--- src/rtl/divider_pkg.sv ---
// rtl/divider_pkg.sv - shared state type and counter sizing for the iterative divider
package divider_pkg;

  typedef enum logic [1:0] {
    IDLE = 2'd0,
    CALC = 2'd1,
    DONE = 2'd2
  } state_t;

  localparam int DEFAULT_DATA_SIZE = 32;

  // Counter must hold the full step count, hence the +1.
  function automatic int cnt_width(input int data_size);
    return $clog2(data_size + 1);
  endfunction

  localparam int CNT_WIDTH = cnt_width(DEFAULT_DATA_SIZE);

endpackage

--- src/rtl/divider.sv ---
// rtl/divider.sv - radix-2 restoring divider, one quotient bit per cycle, signed or unsigned
module divider
  import divider_pkg::*;
#(
  parameter int DATA_SIZE = 32
) (
  input  logic                 clk,
  input  logic                 rst,
  input  logic                 enable,
  input  logic                 sign,
  input  logic                 flush,
  input  logic [DATA_SIZE-1:0] data_1,
  input  logic [DATA_SIZE-1:0] data_2,
  output logic                 busy,
  output logic                 ready,
  output logic [DATA_SIZE-1:0] quotient,
  output logic [DATA_SIZE-1:0] remainder
);

  localparam int CW = cnt_width(DATA_SIZE);
  localparam logic [CW-1:0] CNT_LOAD = CW'(DATA_SIZE);
  localparam logic [CW-1:0] CNT_ONE  = CW'(1);

  state_t state, state_nxt;

  logic [CW-1:0]        cnt;
  logic [DATA_SIZE-1:0] rem_q;
  logic [DATA_SIZE-1:0] quo_q;
  logic [DATA_SIZE-1:0] dvs_q;
  logic                 q_neg;
  logic                 r_neg;

  logic                 accept;
  logic                 a_neg;
  logic                 b_neg;
  logic                 dvs_zero;
  logic                 step_ok;
  logic [DATA_SIZE-1:0] a_abs;
  logic [DATA_SIZE-1:0] b_abs;
  logic [DATA_SIZE-1:0] rem_nxt;
  logic [DATA_SIZE-1:0] quo_nxt;
  logic [DATA_SIZE:0]   trial;

  assign accept   = (state == IDLE) && enable && !flush;
  assign a_neg    = sign & data_1[DATA_SIZE-1];
  assign b_neg    = sign & data_2[DATA_SIZE-1];
  assign a_abs    = a_neg ? -data_1 : data_1;
  assign b_abs    = b_neg ? -data_2 : data_2;
  assign dvs_zero = (data_2 == '0);

  // quo_q starts as the dividend and shifts its MSB into the partial remainder
  // while quotient bits fill in from the bottom.
  assign trial   = {rem_q, quo_q[DATA_SIZE-1]} - {1'b0, dvs_q};
  assign step_ok = ~trial[DATA_SIZE];
  assign rem_nxt = step_ok ? trial[DATA_SIZE-1:0] : {rem_q[DATA_SIZE-2:0], quo_q[DATA_SIZE-1]};
  assign quo_nxt = {quo_q[DATA_SIZE-2:0], step_ok};

  always_ff @(posedge clk) begin
    if (rst) begin
      state <= IDLE;
    end else begin
      state <= state_nxt;
    end
  end

  always_comb begin
    state_nxt = state;
    busy      = (state != IDLE);
    ready     = (state == DONE);
    case (state)
      IDLE: begin
        if (enable) begin
          state_nxt = dvs_zero ? DONE : CALC;
        end
      end
      CALC: begin
        if (cnt == CNT_ONE) begin
          state_nxt = DONE;
        end
      end
      DONE:    state_nxt = IDLE;
      default: state_nxt = IDLE;
    endcase
    if (flush) begin
      state_nxt = IDLE;
    end
  end

  always_ff @(posedge clk) begin
    if (rst) begin
      cnt       <= '0;
      rem_q     <= '0;
      quo_q     <= '0;
      dvs_q     <= '0;
      q_neg     <= 1'b0;
      r_neg     <= 1'b0;
      quotient  <= '0;
      remainder <= '0;
    end else if (accept) begin
      cnt   <= CNT_LOAD;
      rem_q <= '0;
      quo_q <= a_abs;
      dvs_q <= b_abs;
      q_neg <= a_neg ^ b_neg;
      r_neg <= a_neg;
      // Zero divisor bypasses CALC, so its result is produced right here.
      if (dvs_zero) begin
        quotient  <= '1;
        remainder <= data_1;
      end
    end else if ((state == CALC) && !flush) begin
      cnt   <= cnt - CNT_ONE;
      rem_q <= rem_nxt;
      quo_q <= quo_nxt;
      if (cnt == CNT_ONE) begin
        quotient  <= q_neg ? -quo_nxt : quo_nxt;
        remainder <= r_neg ? -rem_nxt : rem_nxt;
      end
    end
  end

endmodule

--- config.mk ---
export PLATFORM = sky130hd
export DESIGN_NAME = divider
export DESIGN_NICKNAME = d
export VERILOG_FILES = /design/src/rtl/divider_pkg.sv /design/src/rtl/divider.sv
export SDC_FILE = /design/constraint.sdc
export NUM_CORES = 1
export LEC_CHECK = 0
export ABC_AREA = 1
export CELL_PAD_IN_SITES_DETAIL_PLACEMENT = 1
export CELL_PAD_IN_SITES_GLOBAL_PLACEMENT = 1
export CORE_MARGIN = 5
export CORE_UTILIZATION = 40
export CTS_CLUSTER_SIZE = 8
export DETAILED_ROUTE_END_ITERATION = 8
export GPL_ROUTABILITY_DRIVEN = 0
export GPL_TIMING_DRIVEN = 0
export PLACE_DENSITY_LB_ADDON = 0.1
export REMOVE_ABC_BUFFERS = 1
export SYNTH_ARGS = -nofsm -noshare
export SYNTH_HDL_FRONTEND = slang
export SYNTH_SLANG_ARGS = --single-unit
export TNS_END_PERCENT = 20
--- constraint.sdc ---
create_clock -name clk -period 8.4 [get_ports clk]
set_input_delay 1.68 -clock clk [delete_from_list [all_inputs] [get_ports clk]]
set_output_delay 1.68 -clock clk [all_outputs]
set_load 0.005 [all_outputs]
==> impl_metrics.env <==
export IMPL_outcome="finished clean"
export IMPL_post_route_period_util=0.675
export IMPL_antenna_found_initial=0
export IMPL_drive_above_1_share=0.0710
export IMPL_io_pins=135
export IMPL_synth_top_area_share=0.253
export IMPL_post_synth_top_count_cell="nand2_1"
export IMPL_drtPass1Iterations=7
export IMPL_rr_startpoint="quo_q[31]"
export IMPL_fmax_ghz=0.176
export IMPL_track_usage=0.264
export IMPL_slew_headroom=0.143
export IMPL_port_buffers=134
export IMPL_initial_core_util=0.404
export IMPL_skew_ps=13.8
export IMPL_clk_transition_reported_paths_ps=70
export IMPL_grt_pass1_vias=15518
export IMPL_r2r_cells=26
export IMPL_yosys_top_cells_area="dfxtp_1, nand2_1, inv_1, o21ai_0, a21oi_1"
export IMPL_postPlaceCellArea_um2=15200
export IMPL_ant_nets=0
export IMPL_syn_area_per_cell_um2=6.00
export IMPL_drtIter0Drc=854
export IMPL_num_vias=15082
export IMPL_cp_slowest_cell="nor3_2"
export IMPL_wire_per_inst_um=18.1
export IMPL_cp_cell_sequence="clkdlybuf4s50_1 -> nor3_2 -> buf_8 -> buf_6 -> inv_2 -> nor2_2 -> buf_8 -> a21oi_4 -> buf_12 -> inv_2 -> o21ai_0 -> a31oi_1"
export IMPL_syn_inst=2243
export IMPL_rsz0062_at_grt="false"
export IMPL_internal_power_mw=1.68
export IMPL_antennaDiodeCount=0
export IMPL_worst_path_max_fanout=50
export IMPL_power_mw=2.91
export IMPL_fin_setup_tns_ps=0
export IMPL_leakage_nw=7.62
export IMPL_cts_setup_buffers=0
export IMPL_cp_required_ps=8770
export IMPL_cts_hold_buffers=0
export IMPL_critical_path_max_stage_delay_ps=860
export IMPL_power_frac_comb=0.418
export IMPL_fin_area_um2=15800
export IMPL_switching_power_mw=1.23
export IMPL_synth_seq_cells=170
export IMPL_die_height_um=193
export IMPL_fp_coreArea_um2=33400
export IMPL_synth_top_area_cell="dfxtp_1"
export IMPL_gr_total_overflow=0
export IMPL_crit_path_end_kind="flop"
export IMPL_routed_wl_um=50300
export IMPL_tightest_slew_ps=1280
export IMPL_root_buffer="clkbuf_16"
export IMPL_dp_hpwl_um=39300
export IMPL_clockBufferDepth=2
export IMPL_maxCapViolCount=0
export IMPL_synth_area_um2=13500
export IMPL_grt_max_degree=54
export IMPL_finalCriticalPeriod_ps=5670
export IMPL_power_density_nw_per_um2=184
export IMPL_yosysUniqueCellTypes=56
export IMPL_synthTopCellsByCount="nand2_1, inv_1, nor2_1"
export IMPL_synthFlopType="dfxtp_1"
export IMPL_post_cts_resized=0
export IMPL_ctsHtreeMaxLevel=4
export IMPL_fillCellCount=4630
export IMPL_drv_slew=0
export IMPL_r2r_slack_ps=2810
export IMPL_avgViaCountPerCell=5.42
export IMPL_layout_nets=2435
export IMPL_cp_start_kind="primary input"
export IMPL_numCtsBuffers=17
export IMPL_async_reset_ff_frac=0
export IMPL_crit_arrival_ps=6040
export IMPL_seq_area_frac_synth=0.253
export IMPL_dieArea_um2=37400
export IMPL_hold_viol=0
export IMPL_rows=67
export IMPL_route_detailed_drc=0
export IMPL_cts_tree="yes"
export IMPL_yosysWarnings=0
export IMPL_clkLatencyLatePin_ps=460
export IMPL_switching_share=0.423
export IMPL_holdCritPathClass="flop to flop"
export IMPL_crit_path_start="flush"
export IMPL_p_seq_frac=0.300
export IMPL_grt_pass1_wl_um=81500
export IMPL_synth_edf_count=0
export IMPL_syn2layout_area_growth_pct=17.3
export IMPL_cts_sinks=170
export IMPL_finalSetupViolations=0
export IMPL_p_clk_frac=0.282
export IMPL_cp_endpoint="quotient[3]"
export IMPL_worst_setup_path_type="primary input to flop"
export IMPL_vdd_drop_max_v=0.000164
export IMPL_r2r_end="quotient[30]"
export IMPL_die_w_um=193
metal layers:
layer | global-route usage | wire length [um] | vias to the layer above
li1 | - | - | 7375
met1 | 0.350 | 23200 | 7345
met2 | 0.457 | 23900 | 307
met3 | 0.0351 | 2160 | 55
met4 | 0.0653 | 1000 | 0
met5 | 0 | 0 | -
area by class of cell:
cell class                 instances  area (um^2)  share of cell area
inverter                         383         1440              0.0912
clock buffer                      19          443              0.0280
clock inverter                    10          128             0.00808
sequential                       170         3400               0.215
multi-input combinational       1604         8230               0.521
timing repair buffer             151         1590               0.101
tap                              448          561              0.0355
power groups by stage:
| stage | clock, mW | sequential [mW] | combinational [mW] |
|---|---|---|---|
| 5_1_grt | 0.865 | 0.878 | 1.36 |
| 4_1_cts | 0.834 | 0.874 | 1.21 |
| 2_1_floorplan | 0 | 0.879 | 0.824 |
| 3_5_place_dp | 0 | 0.892 | 1.20 |
| 3_3_place_gp | 0 | 0.891 | 1.16 |
| 6_report | 0.822 | 0.874 | 1.22 |
sequential cells by signal (all words and copies together), names as in the netlist:
register / count
quo_q: 32
cnt: 6
dvs_q: 32
q_neg: 1
state: 2
quotient: 32
rem_q: 32
remainder: 32
r_neg: 1
worst max-delay path, delay by kind of cell:
family	cells	cell delay, ps
and+or+nand+nor	2	1450
buffers and inverters	7	2310
AOI/OAI and AO/OA	3	500
through the flow:
stage               cells   util  hold WS (ps)  setup WS (ps)
floorplan            2157      -           453          -5330
global placement     2739  0.448           457         -14760
detailed placement   2756  0.456           459           2270
CTS                  2785  0.473           469           2740
global route         2785  0.473           483           2230
finish               2785  0.473           467           2730
worst min path at each step:
| stage | from | to | cells past startpoint |
|---|---|---|---|
| after floorplan | quo_q[0] | quo_q[0] | 2 |
| after global placement | remainder[26] | remainder[26] | 2 |
| after detailed placement | remainder[0] | remainder[0] | 2 |
| after CTS | remainder[0] | remainder[0] | 2 |
| after global routing | remainder[15] | remainder[15] | 2 |
| final | remainder[15] | remainder[15] | 2 |
layout by cell type (no fill, tap or decap), drive strengths merged, types with 34 or more instances in the layout:
cell           count
nand2            661
inv              382
nor2             195
dfxtp            170
o21ai            161
a21oi            151
clkdlybuf4s50    133
nand3            130
nor3              41
ha                38
a31oi             34
cell families after synthesis:
| family | count (synthesis) | synth area share |
|---|---|---|
| compound gates | 424 | 0.182 |
| xor+xnor | 47 | 0.0306 |
| fa+ha+maj | 39 | 0.0368 |
| buf+inv | 469 | 0.138 |
| flops | 170 | 0.253 |
| simple gates | 1094 | 0.360 |
(Power assumes the default switching activity.)
